## src/rtl/pipe_stage_skid_pkg.sv

```systemverilog
// pipe_pkg: shared state encoding and EX->WB payload bundle for pipeline stages
package pipe_pkg;
  typedef enum logic [1:0] {EMPTY, BUSY, FULL} pipe_state_e;
  typedef struct packed {
    logic [2:0]  load_type;
    logic [1:0]  store_type;
    logic        we;
    logic        branch_ctrl;
    logic [31:0] ex_data;
    logic [31:0] store_data;
    logic        comp_flag;
  } ex_wb_payload_t;
  localparam int EX_WB_W = $bits(ex_wb_payload_t);
endpackage

```

## src/rtl/pipe_stage_skid_if.sv

```systemverilog
// pipe_stage_skid_if: valid/ready handshake bundle plus flush for one pipeline boundary
interface pipe_stage_skid_if import pipe_pkg::*; #(
  parameter int DATA_W = EX_WB_W
);
  logic              flush_i;
  logic              in_valid_i;
  logic              in_ready_o;
  logic [DATA_W-1:0] in_data_i;
  logic              out_valid_o;
  logic              out_ready_i;
  logic [DATA_W-1:0] out_data_o;
  modport master (output flush_i, in_valid_i, in_data_i, out_ready_i,
                  input  in_ready_o, out_valid_o, out_data_o);
  modport slave  (input  flush_i, in_valid_i, in_data_i, out_ready_i,
                  output in_ready_o, out_valid_o, out_data_o);
endinterface

```

## src/rtl/pipe_stage_skid_stall_counter.sv

```systemverilog
// pipe_stall_counter: saturating back-pressure cycle counter, used with PIPE_STAGE_PERF_EN
module pipe_stall_counter #(
  parameter int CNT_W = 32
) (
  input  logic             clk,
  input  logic             rst_n,
  input  logic             inc_i,
  output logic [CNT_W-1:0] cnt_o
);
  logic [CNT_W-1:0] cnt_q, cnt_d;
  always_comb cnt_d = (inc_i && !(&cnt_q)) ? cnt_q + 1'b1 : cnt_q;
  always_ff @(posedge clk or negedge rst_n)
    if (!rst_n) cnt_q <= '0;
    else cnt_q <= cnt_d;
  assign cnt_o = cnt_q;
endmodule

```

## src/rtl/pipe_stage_skid.sv

```systemverilog
// pipe_stage_skid: valid/ready pipeline stage with 2-entry skid buffer, registered ready and flush.
// Optional stall counter port stall_cnt_o enabled by PIPE_STAGE_PERF_EN.
module pipe_stage_skid import pipe_pkg::*; #(
  parameter int DATA_W = EX_WB_W
`ifdef PIPE_STAGE_PERF_EN
  , parameter int CNT_W = 32
`endif
) (
  input  logic             clk,
  input  logic             rst_n,
  pipe_stage_skid_if.slave bus,
  output logic [1:0]       occupancy_o
`ifdef PIPE_STAGE_PERF_EN
  , output logic [CNT_W-1:0] stall_cnt_o
`endif
);
  pipe_state_e       state_q, state_d;
  logic [DATA_W-1:0] main_q, main_d, skid_q, skid_d;
  logic              in_xfer, out_xfer;
  always_comb begin
    in_xfer  = bus.in_valid_i & bus.in_ready_o;
    out_xfer = bus.out_valid_o & bus.out_ready_i;
    state_d  = state_q;
    main_d   = main_q;
    skid_d   = skid_q;
    if (bus.flush_i) state_d = EMPTY;
    else
      case (state_q)
        EMPTY: if (in_xfer) begin
          state_d = BUSY;
          main_d  = bus.in_data_i;
        end
        BUSY: if (in_xfer && out_xfer) main_d = bus.in_data_i;
          else if (in_xfer) begin
            state_d = FULL;
            skid_d  = bus.in_data_i;
          end
          else if (out_xfer) state_d = EMPTY;
        FULL: if (out_xfer) begin
          state_d = BUSY;
          main_d  = skid_q;
        end
        default: state_d = EMPTY;
      endcase
  end
  always_ff @(posedge clk or negedge rst_n)
    if (!rst_n) begin
      state_q <= EMPTY;
      main_q  <= '0;
      skid_q  <= '0;
    end else begin
      state_q <= state_d;
      main_q  <= main_d;
      skid_q  <= skid_d;
    end
  assign bus.in_ready_o  = state_q != FULL;
  assign bus.out_valid_o = state_q != EMPTY;
  assign bus.out_data_o  = main_q;
  assign occupancy_o     = state_q == FULL ? 2'd2 : state_q == BUSY ? 2'd1 : 2'd0;
`ifdef PIPE_STAGE_PERF_EN
  pipe_stall_counter #(.CNT_W(CNT_W)) u_stall (
    .clk   (clk),
    .rst_n (rst_n),
    .inc_i (bus.out_valid_o & ~bus.out_ready_i),
    .cnt_o (stall_cnt_o)
  );
`endif
endmodule

```

## src/flat_wrapper.sv

```systemverilog
// flat-port wrapper written by rule: the top's interface ports become plain ports
module pipe_stage_skid_flat import pipe_pkg::*;
#(
  parameter int DATA_W = EX_WB_W

)
  (clk, rst_n, occupancy_o, bus_flush_i, bus_in_valid_i, bus_in_data_i, bus_out_ready_i, bus_in_ready_o, bus_out_valid_o, bus_out_data_o);
  pipe_stage_skid_if #(.DATA_W(DATA_W)) bus_i ();
  input  logic clk;
  input  logic rst_n;
  output logic [1:0] occupancy_o;
  input wire logic [$bits(bus_i.flush_i)-1:0] bus_flush_i;
  input wire logic [$bits(bus_i.in_valid_i)-1:0] bus_in_valid_i;
  input wire logic [$bits(bus_i.in_data_i)-1:0] bus_in_data_i;
  input wire logic [$bits(bus_i.out_ready_i)-1:0] bus_out_ready_i;
  output wire logic [$bits(bus_i.in_ready_o)-1:0] bus_in_ready_o;
  output wire logic [$bits(bus_i.out_valid_o)-1:0] bus_out_valid_o;
  output wire logic [$bits(bus_i.out_data_o)-1:0] bus_out_data_o;
  assign bus_i.flush_i = bus_flush_i;
  assign bus_i.in_valid_i = bus_in_valid_i;
  assign bus_i.in_data_i = bus_in_data_i;
  assign bus_i.out_ready_i = bus_out_ready_i;
  assign bus_in_ready_o = bus_i.in_ready_o;
  assign bus_out_valid_o = bus_i.out_valid_o;
  assign bus_out_data_o = bus_i.out_data_o;
  pipe_stage_skid #(.DATA_W(DATA_W)) u_core (.clk(clk), .rst_n(rst_n), .bus(bus_i), .occupancy_o(occupancy_o));
endmodule
```

## config.mk

```make
export PLATFORM = sky130hd
export DESIGN_NAME = pipe_stage_skid_flat
export DESIGN_NICKNAME = d
export VERILOG_FILES = /design/src/rtl/pipe_stage_skid_pkg.sv /design/src/rtl/pipe_stage_skid_if.sv /design/src/rtl/pipe_stage_skid_stall_counter.sv /design/src/rtl/pipe_stage_skid.sv /design/src/flat_wrapper.sv
export SDC_FILE = /design/constraint.sdc
export NUM_CORES = 1
export LEC_CHECK = 0
export CAP_MARGIN = 20
export CORE_UTILIZATION = 40
export DETAILED_ROUTE_END_ITERATION = 7
export GPL_TIMING_DRIVEN = 0
export HOLD_SLACK_MARGIN = 0.1
export MAX_ROUTING_LAYER = met4
export PLACE_DENSITY = 0.67
export SKIP_LAST_GASP = 1
export SLEW_MARGIN = 20
export SYNTH_ARGS = -nofsm -noshare
export SYNTH_HDL_FRONTEND = slang
export SYNTH_HIERARCHICAL = 1
export SYNTH_SLANG_ARGS = --single-unit
```

## constraint.sdc

```tcl
create_clock -name clk -period 1.5 [get_ports clk]
set_input_delay 0.3 -clock clk [delete_from_list [all_inputs] [get_ports clk]]
set_output_delay 0.3 -clock clk [all_outputs]
set_load 0.01 [all_outputs]
```

==> results of run 1 <==
-- per-layer routing --
layer	share of wire, %	up-vias	routed length, um
li1	-	1840	-
met1	44	2034	6320
met5	0	-	0
met2	50	99	7210
met4	2.2	0	314
met3	4.3	20	617
-- logic make-up (layout without fill, tap and decap cells) --
family / Yosys count / after routing / share of synthesized area (%)
other cells: 0 / 1 / 0
mux: 216 / 216 / 37.7
compound gates: 6 / 6 / 0.756
buf+inv: 24 / 229 / 4.07
simple gates: 10 / 10 / 0.930
flops: 146 / 146 / 56.6
-- flip-flops by register name, summed over array words and instances, names as in the netlist --
name,flops
u_core/skid_q,72
u_core/bus.out_data_o,72
u_core/state_q,2
-- through the flow --
step | cells | instance area (um2) | hold slack, ns | util, % | total power [uW]
final | 824 | 9740 | 0.429 | 61.5 | 12400
after global routing | 824 | 9740 | 0.431 | 61.5 | 13000
after CTS | 811 | 9030 | 0.399 | 57.0 | 12500
after detailed placement | 771 | 8290 | 0.292 | 52.3 | 8070
after global placement | 770 | 8250 | 0.471 | 52.1 | 7940
after floorplan | 402 | 6460 | 0.00441 | - | 6630
-- critical path: stages, from the launching register on --
cell and delay (ns):
dfrtp_1 0.39, inv_2 0.12, nand2_4 0.08, inv_8 0.09
buf_12 0.15, clkbuf_16 0.15, mux2_2 0.32, mux2_2 0.26
-- worst max path at each step --
stage                 startpoint                        end  slack, ns  cells past startpoint
2_1_floorplan  u_core/state_q[0]  u_core/bus.out_data_o[24]      -0.09                      7
3_3_place_gp               rst_n          u_core/skid_q[58]      -5.71                      1
3_5_place_dp      bus_in_valid_i  u_core/bus.out_data_o[10]      -0.80                      6
4_1_cts        u_core/state_q[0]  u_core/bus.out_data_o[61]      -0.20                      7
5_1_grt        u_core/state_q[0]   u_core/bus.out_data_o[3]      -0.25                      7
6_report       u_core/state_q[0]  u_core/bus.out_data_o[18]      -0.19                      7
-- layout make-up --
cell class,count,area share (%)
multi-input cells,232,27.9
clock buffers,22,4.76
flip-flops and latches,146,37.5
clock inverters,9,1.35
inverters,2,0.154
diodes,1,0.0257
repair buffers,174,21.5
plain buffers,22,3.97
well taps,216,2.77
-- power by group through the flow --
stage	Combinational (uW)	Sequential [uW]	Clock (uW)
2_1_floorplan	1130	5500	0
3_3_place_gp	2580	5360	0
3_5_place_dp	2660	5410	0
4_1_cts	2710	5350	4390
5_1_grt	2970	5480	4550
6_report	2760	5350	4290
-- placed cells by master, fill, tap and decap left out, types with 3 or more instances in the layout --
cell type          n
clkbuf_1           3
buf_12            14
bufinv_16          3
clkdlybuf4s50_1   74
buf_8              3
dlymetal6s2s_1    72
a21oi_1            3
buf_4              5
clkbuf_8           9
buf_6              6
mux2_4            39
dfrtp_1          145
mux2_2           175
clkinv_4           3
clkbuf_16         27
clkinv_2           3
-- synthesized netlist by cell type (2+ instances only) --
cell type,n
mux2_2,210
dfrtp_1,146
inv_1,2
nor2_1,3
buf_6,13
clkbuf_8,7
a21oi_1,3
mux2_1,6
-- what timing repair did --
| action | 4_1_cts | 5_1_grt |
|---|---|---|
| setup endpoints to repair | 220 | 219 |
| gates cloned | 0 | 10 |
| pin swaps | 3 | 2 |
| hold buffers | 1 | 0 |
| buffers inserted | 8 | 2 |
| resized for setup | 31 | 144 |
| hold endpoints to repair | 68 | 0 |
==> out/qor.csv, run 1 <==
metric,value,unit
status,"complete, but fails checks",
violations,setup timing,
drtIter0Drc,104,
drt-total-wl,14.5,mm
pwr-share-comb,22.2,%
fin_crit,1.69,ns
hold_path_class,input port to asynchronous set/reset pin,
multi_input_area,2720,um2
fp.dieW,129,um
crit_fanout,6,
grt_busiest_layer,met2,
yosysTopAreaCellShare,56.6,%
die_area,16700,um2
grt_first_pass_wirelength,21.3,mm
rsz0062_at_grt,true,
finalCritPeriodShare,113,%
final_nets,672,
reg2reg_slack,-0.19,ns
ys_seq_elements,146,
wire_per_inst,17.5,um
synth_fp_nets,479,
grt_pass1_vias,4255,
tns,-21.67,ns
fp.dieH,129,um
clock.fmax,590,MHz
viasPerCell,4.85,
yosysWarnings,6,
r2r_cells,7,
r2r-start,u_core/state_q[0],
finalWorstSetupSlack,-0.194,ns
overflow,0,
dr_total_vias,3993,
startpoint_type,flip-flop,
synthDistinctLibCells,20,
syn_to_final_growth,50.9,%
clk_pin_slew_worst_paths,0.06,ns
clkSinkCount,146,
seq_area_frac_synth,56.6,%
tritoncts,yes,
grtUsageMet2,28.6,%
setup_viol,146,
final-seq-area,3650,um2
pwr-share-seq,43.1,%
synth_edf_count,0,
cts_inserted_buffers,17,
yosysTopAreaCell,dfrtp_1,
r2r_end,u_core/bus.out_data_o[18],
cp.arrival,1.99,ns
place_congestion,0.736,
clk_path_buf_depth,2,
floorplan.initialDensity,40.8,%
swShare,24.2,%
critPathKind,flip-flop to flip-flop,
worst_pin_slew,0.525,ns
drive_gt1_share,49.6,%
synthFlopType,dfrtp_1,
leakagePower,0.00477,uW
cp.required,1.80,ns
grt_use_met3,4.50,%
powerDensity,1270,nW/um2
cellInternalPower,9410,uW
drc,0,
dp_hpwl,9.20,mm
relSlewSlack,65.0,%
ant_nets,0,
core_area,15800,um2
synthArstFlopShare,100,%
slew_viol_final,0,
hold_violations,0,
synth_area,6460,um2
grt.met1_usage,20.2,%
syn_inst,402,
avgSynthCellArea,16.1,um2
pin_count,153,
cts_root_buf,clkbuf_16,
grt_max_degree,79,
rows,46,
antenna_found_initial,1,
ir_worst_vdd,0.752,mV
htreeDepth,4,
clkPwrFrac,34.6,%
grtUsageTotal,17.6,%
worstSkewPairLatency,0.42,ns
fillers,1219,
io_buffers,152,
dp_worst_setup_slack,-0.797,ns
clock_skew,0.00599,ns
cap_violations,0,
cp-end-kind,flip-flop,
p_switching,3000,uW
synthTopCellsByArea,"dfrtp_1, mux2_2, buf_6",
dr.pass1.iters,4,
Power figures use the tool's default switching activity.
==> run 2: changes to the inputs <==
- CAP_MARGIN: 20 -> 10
- PLACE_DENSITY: 0.67 -> 0.69
==> out/qor.csv, run 2 (synthesized netlist as in run 1, its figures left out) <==
metric,value,unit,change
finalWorstSetupSlack,-0.226,ns,-0.0318 ns
final-seq-area,3650,um2,unchanged
ir_worst_vdd,0.826,mV,+9.9%
r2r-start,u_core/state_q[0],,
grtUsageMet2,30.2,%,+1.6 points
fp.dieH,129,um,unchanged
setup_viol,147,,+0.68%
grt_use_met3,5.78,%,+1.3 points
antenna_found_initial,0,,-1
finalCritPeriodShare,115,%,+2.1 points
cp-end-kind,flip-flop,,
placed_area,8290,um2,unchanged
wire_per_inst,17.6,um,+0.33%
grt_first_pass_wirelength,22.4,mm,+4.8%
crit_chain,clkdlybuf4s50_1 > nor2_2 > nand3_4 > buf_8 > mux2_2,,
final_util,61.0,%,-0.59 points
critPathSlowestCell,clkdlybuf4s50_1,,
leakagePower,0.00467,uW,-2.0%
fp.dieW,129,um,unchanged
whs,0.425,ns,-0.00364 ns
clk_path_buf_depth,2,,unchanged
clk_pin_slew_worst_paths,0.06,ns,about the same
drtIter0Drc,139,,+34%
grt_busiest_layer,met2,,
io_buffers,152,,unchanged
power,12100,uW,-2.2%
grt_pass1_vias,4418,,+3.8%
core_area,15800,um2,unchanged
worst_pin_slew,0.559,ns,+0.0338 ns
viasPerCell,4.86,,+0.36%
hold_path_class,input port to asynchronous set/reset pin,,
dr.pass1.iters,4,,unchanged
grtUsageTotal,18.5,%,+0.96 points
clkSinkCount,146,,unchanged
startpoint_type,input port,,
antenna_cells,0,,-1
cp.arrival,2.03,ns,+0.04 ns
grt_max_degree,76,,-3.8%
floorplan.initialDensity,40.8,%,unchanged
cts_root_buf,clkbuf_16,,
finish.instance_area,9650,um2,-0.96%
overflow,0,,unchanged
clock.fmax,579,MHz,-1.8%
rsz0062_at_grt,true,,
syn_to_final_growth,49.4,%,
drive_gt1_share,50.2,%,+0.58 points
die_area,16700,um2,unchanged
tns,-26.70,ns,-5.02 ns
drc,0,,unchanged
pin_count,153,,unchanged
hold_violations,0,,unchanged
worstSkewPairLatency,0.42,ns,about the same
violations,setup timing,,
clock_skew,0.00424,ns,-0.00175 ns
critPathKind,input port to flip-flop,,
relSlewSlack,62.8,%,-2.3 points
layout_commonest_cell,mux2_2,,
fin_crit,1.73,ns,+0.0318 ns
htreeDepth,4,,unchanged
cap_violations,0,,unchanged
reg2reg_slack,-0.20,ns,about the same
grt.met1_usage,21.6,%,+1.5 points
fillers,1206,,-1.1%
cp.required,1.80,ns,about the same
status,"complete, but fails checks",,
r2r_cells,7,,unchanged
max_stage_delay,0.58,ns,+0.19 ns
dr_total_vias,4027,,+0.85%
layout_common_cells,"mux2_2, dfrtp_1, clkdlybuf4s50_1",,
multi_input_area,2630,um2,-3.6%
crit_fanout,10,,+4
r2r_end,u_core/bus.out_data_o[71],,
tritoncts,yes,,
slew_viol_final,0,,unchanged
powerDensity,1260,nW/um2,-1.3%
place_congestion,0.737,,about the same
rows,46,,unchanged
ant_nets,0,,unchanged
drt-total-wl,14.6,mm,+0.82%
final_nets,676,,+0.60%
cts_inserted_buffers,17,,unchanged
dp_hpwl,9.26,mm,+0.57%
==> run 2: area by class of cell <==
| cell class | instances | area share, % |
|---|---|---|
| Multi-Input combinational cell | 233 | 27.2 |
| Clock inverter | 8 | 0.791 |
| Timing Repair Buffer | 177 | 22.0 |
| Tap cell | 216 | 2.80 |
| Inverter | 2 | 0.156 |
| Clock buffer | 24 | 5.10 |
| Sequential cell | 146 | 37.9 |
| Buffer | 22 | 4.10 |
==> run 2: what timing repair did <==
action | 4_1_cts | 5_1_grt
hold buffers | 1 | 0
endpoints found under the hold margin | 71 | 0
buffers inserted | 9 | 6
resized for setup | 44 | 120
gates cloned | 2 | 7
pin swaps | 2 | 3
setup endpoints to repair | 220 | 218
==> run 2: routing by layer <==
layer	share of wire [%]	up-vias
met3	4.7	16
met4	1.4	0
met1	43	2061
li1	-	1844
met2	50	106
met5	0	-
==> run 2: metrics by stage <==
stage,setup slack [ns],cells
finish,-0.226,828
global placement,-5.67,770
detailed placement,-0.850,771
floorplan,-0.0924,402
CTS,-0.201,815
global route,-0.256,828
==> run 2: worst max-delay path by stage <==
stage                      start                   endpoint  slack, ns  cells after the start
6_report         bus_out_ready_i          u_core/skid_q[66]      -0.23                      5
5_1_grt        u_core/state_q[0]  u_core/bus.out_data_o[71]      -0.26                      7
4_1_cts        u_core/state_q[0]  u_core/bus.out_data_o[50]      -0.20                      7
3_5_place_dp      bus_in_valid_i  u_core/bus.out_data_o[27]      -0.85                      6
3_3_place_gp               rst_n          u_core/skid_q[64]      -5.67                      1
2_1_floorplan  u_core/state_q[0]  u_core/bus.out_data_o[24]      -0.09                      7
==> run 2: critical path, delay by kind of cell <==
family | cells | cell delay, ns
mux | 1 | 0.28
buf+inv | 2 | 0.82
simple gates | 2 | 0.62
==> run 2: where the power goes <==
part	internal (uW)	switching (uW)
combinational	1780	953
clock	2460	1600
sequential	4900	447
total	9130	3000
==> run 3: changes to the inputs <==
- RECOVER_POWER: default -> 25
==> out/qor.csv, run 3 (synthesized netlist as in run 1, its figures left out) <==
metric,value,unit,change
placed_area,8290,um2,unchanged
crit_chain,clkdlybuf4s50_1 > nor2_2 > nand3_4 > buf_8 > mux2_2,,
cp-end-kind,flip-flop,,
clock.fmax,579,MHz,unchanged
final_cells,828,,unchanged
grt_max_degree,76,,unchanged
drive_gt1_share,50.2,%,unchanged
whs,0.498,ns,+0.0729 ns
clock_skew,0.00424,ns,unchanged
dp_worst_setup_slack,-0.850,ns,unchanged
critPathKind,input port to flip-flop,,
hold_path_class,flip-flop to flip-flop,,
status,"complete, but fails checks",,
clkSinkCount,146,,unchanged
final_util,60.9,%,about the same
wire_per_inst,17.6,um,about the same
drtIter0Drc,139,,unchanged
fp.dieW,129,um,unchanged
cp.arrival,2.03,ns,about the same
worstSkewPairLatency,0.42,ns,about the same
layout_common_cells,"mux2_2, dfrtp_1, clkdlybuf4s50_1",,
worst_pin_slew,0.951,ns,+0.392 ns
fin_crit,1.73,ns,unchanged
syn_to_final_growth,49.3,%,about the same
reg2reg_slack,-0.20,ns,about the same
violations,setup timing,,
cts_root_buf,clkbuf_16,,
dp_cells,771,,unchanged
cp.required,1.80,ns,about the same
clk_path_buf_depth,2,,unchanged
drt-total-wl,14.6,mm,about the same
io_buffers,152,,unchanged
slew_viol_final,0,,unchanged
ir_worst_vdd,0.826,mV,unchanged
htreeDepth,4,,unchanged
clk_pin_slew_worst_paths,0.06,ns,about the same
grt_pass1_vias,4418,,unchanged
setup_viol,147,,unchanged
critPathSlowestCell,clkdlybuf4s50_1,,
leakagePower,0.00467,uW,about the same
die_area,16700,um2,unchanged
ant_nets,0,,unchanged
finalWorstSetupSlack,-0.226,ns,unchanged
dr_total_vias,4028,,+0.025%
finish.instance_area,9640,um2,about the same
rsz0062_at_grt,true,,
hold_violations,0,,unchanged
core_area,15800,um2,unchanged
fp.dieH,129,um,unchanged
viasPerCell,4.86,,about the same
powerDensity,1260,nW/um2,about the same
tritoncts,yes,,
crit_fanout,10,,unchanged
antenna_cells,0,,unchanged
layout_commonest_cell,mux2_2,,
grt_first_pass_wirelength,22.4,mm,unchanged
cts_inserted_buffers,17,,unchanged
final_nets,676,,unchanged
startpoint_type,input port,,
grtUsageTotal,18.5,%,unchanged
antenna_found_initial,0,,unchanged
dr.pass1.iters,4,,unchanged
dp_hpwl,9.26,mm,unchanged
rows,46,,unchanged
overflow,0,,unchanged
pin_count,153,,unchanged
drc,0,,unchanged
max_stage_delay,0.58,ns,about the same
relSlewSlack,36.6,%,-26 points
place_congestion,0.737,,unchanged
finalCritPeriodShare,115,%,unchanged
cap_violations,0,,unchanged
floorplan.initialDensity,40.8,%,unchanged
run 3: routing by layer:
metal	GRT usage, %	part of all wire [%]	vias to the layer above
li1	-	-	1844
met1	21.6	43	2062
met2	30.2	50	106
met3	5.78	4.7	16
met4	6.44	1.4	0
met5	-	0	-
run 3: final cells by class:
class / count / area [um2]
Buffer: 22 / 395
Clock buffer: 24 / 492
Clock inverter: 8 / 76.3
Fill cell: 1208 / 6190
Inverter: 2 / 15.0
Multi-Input combinational cell: 233 / 2630
Sequential cell: 146 / 3650
Tap cell: 216 / 270
Timing Repair Buffer: 177 / 2110
run 3: final timing paths:
kind	from	to	cells after the start
worst min register to register	u_core/bus.out_data_o[21]	u_core/bus.out_data_o[21]	1
worst max register to register	u_core/state_q[0]	u_core/bus.out_data_o[71]	7
max in group asynchronous	rst_n	u_core/skid_q[71]	3
min in group asynchronous	rst_n	u_core/bus.out_data_o[25]	2
worst min-delay path	u_core/bus.out_data_o[21]	u_core/bus.out_data_o[21]	1
worst max-delay path	bus_out_ready_i	u_core/skid_q[66]	5
run 3: what timing repair did:
item                                    CTS  global route
gates cloned                              2             7
buffers inserted                          9             6
endpoints found under the setup margin  220           218
gates resized for setup                  44           120
pin swaps                                 2             3
endpoints found under the hold margin    71             0
hold buffers                              1             0
run 3: power by group:
| group | total, uW | switching (uW) | internal [uW] |
|---|---|---|---|
| Sequential | 5340 | 447 | 4900 |
| Combinational | 2730 | 953 | 1780 |
| Clock | 4060 | 1600 | 2460 |
run 3: through the flow:
stage / power (uW) / setup TNS [ns]
2_1_floorplan: 6630 / -12.03
5_1_grt: 12800 / -43.55
4_1_cts: 12300 / -25.76
6_report: 12100 / -26.70
3_5_place_dp: 8090 / -97.04
3_3_place_gp: 7930 / -917.22
run 3: worst max-delay path: cells and delay by family:
kind | cells | cell delay (ns)
mux | 1 | 0.28
simple gates | 2 | 0.62
buf+inv | 2 | 0.82
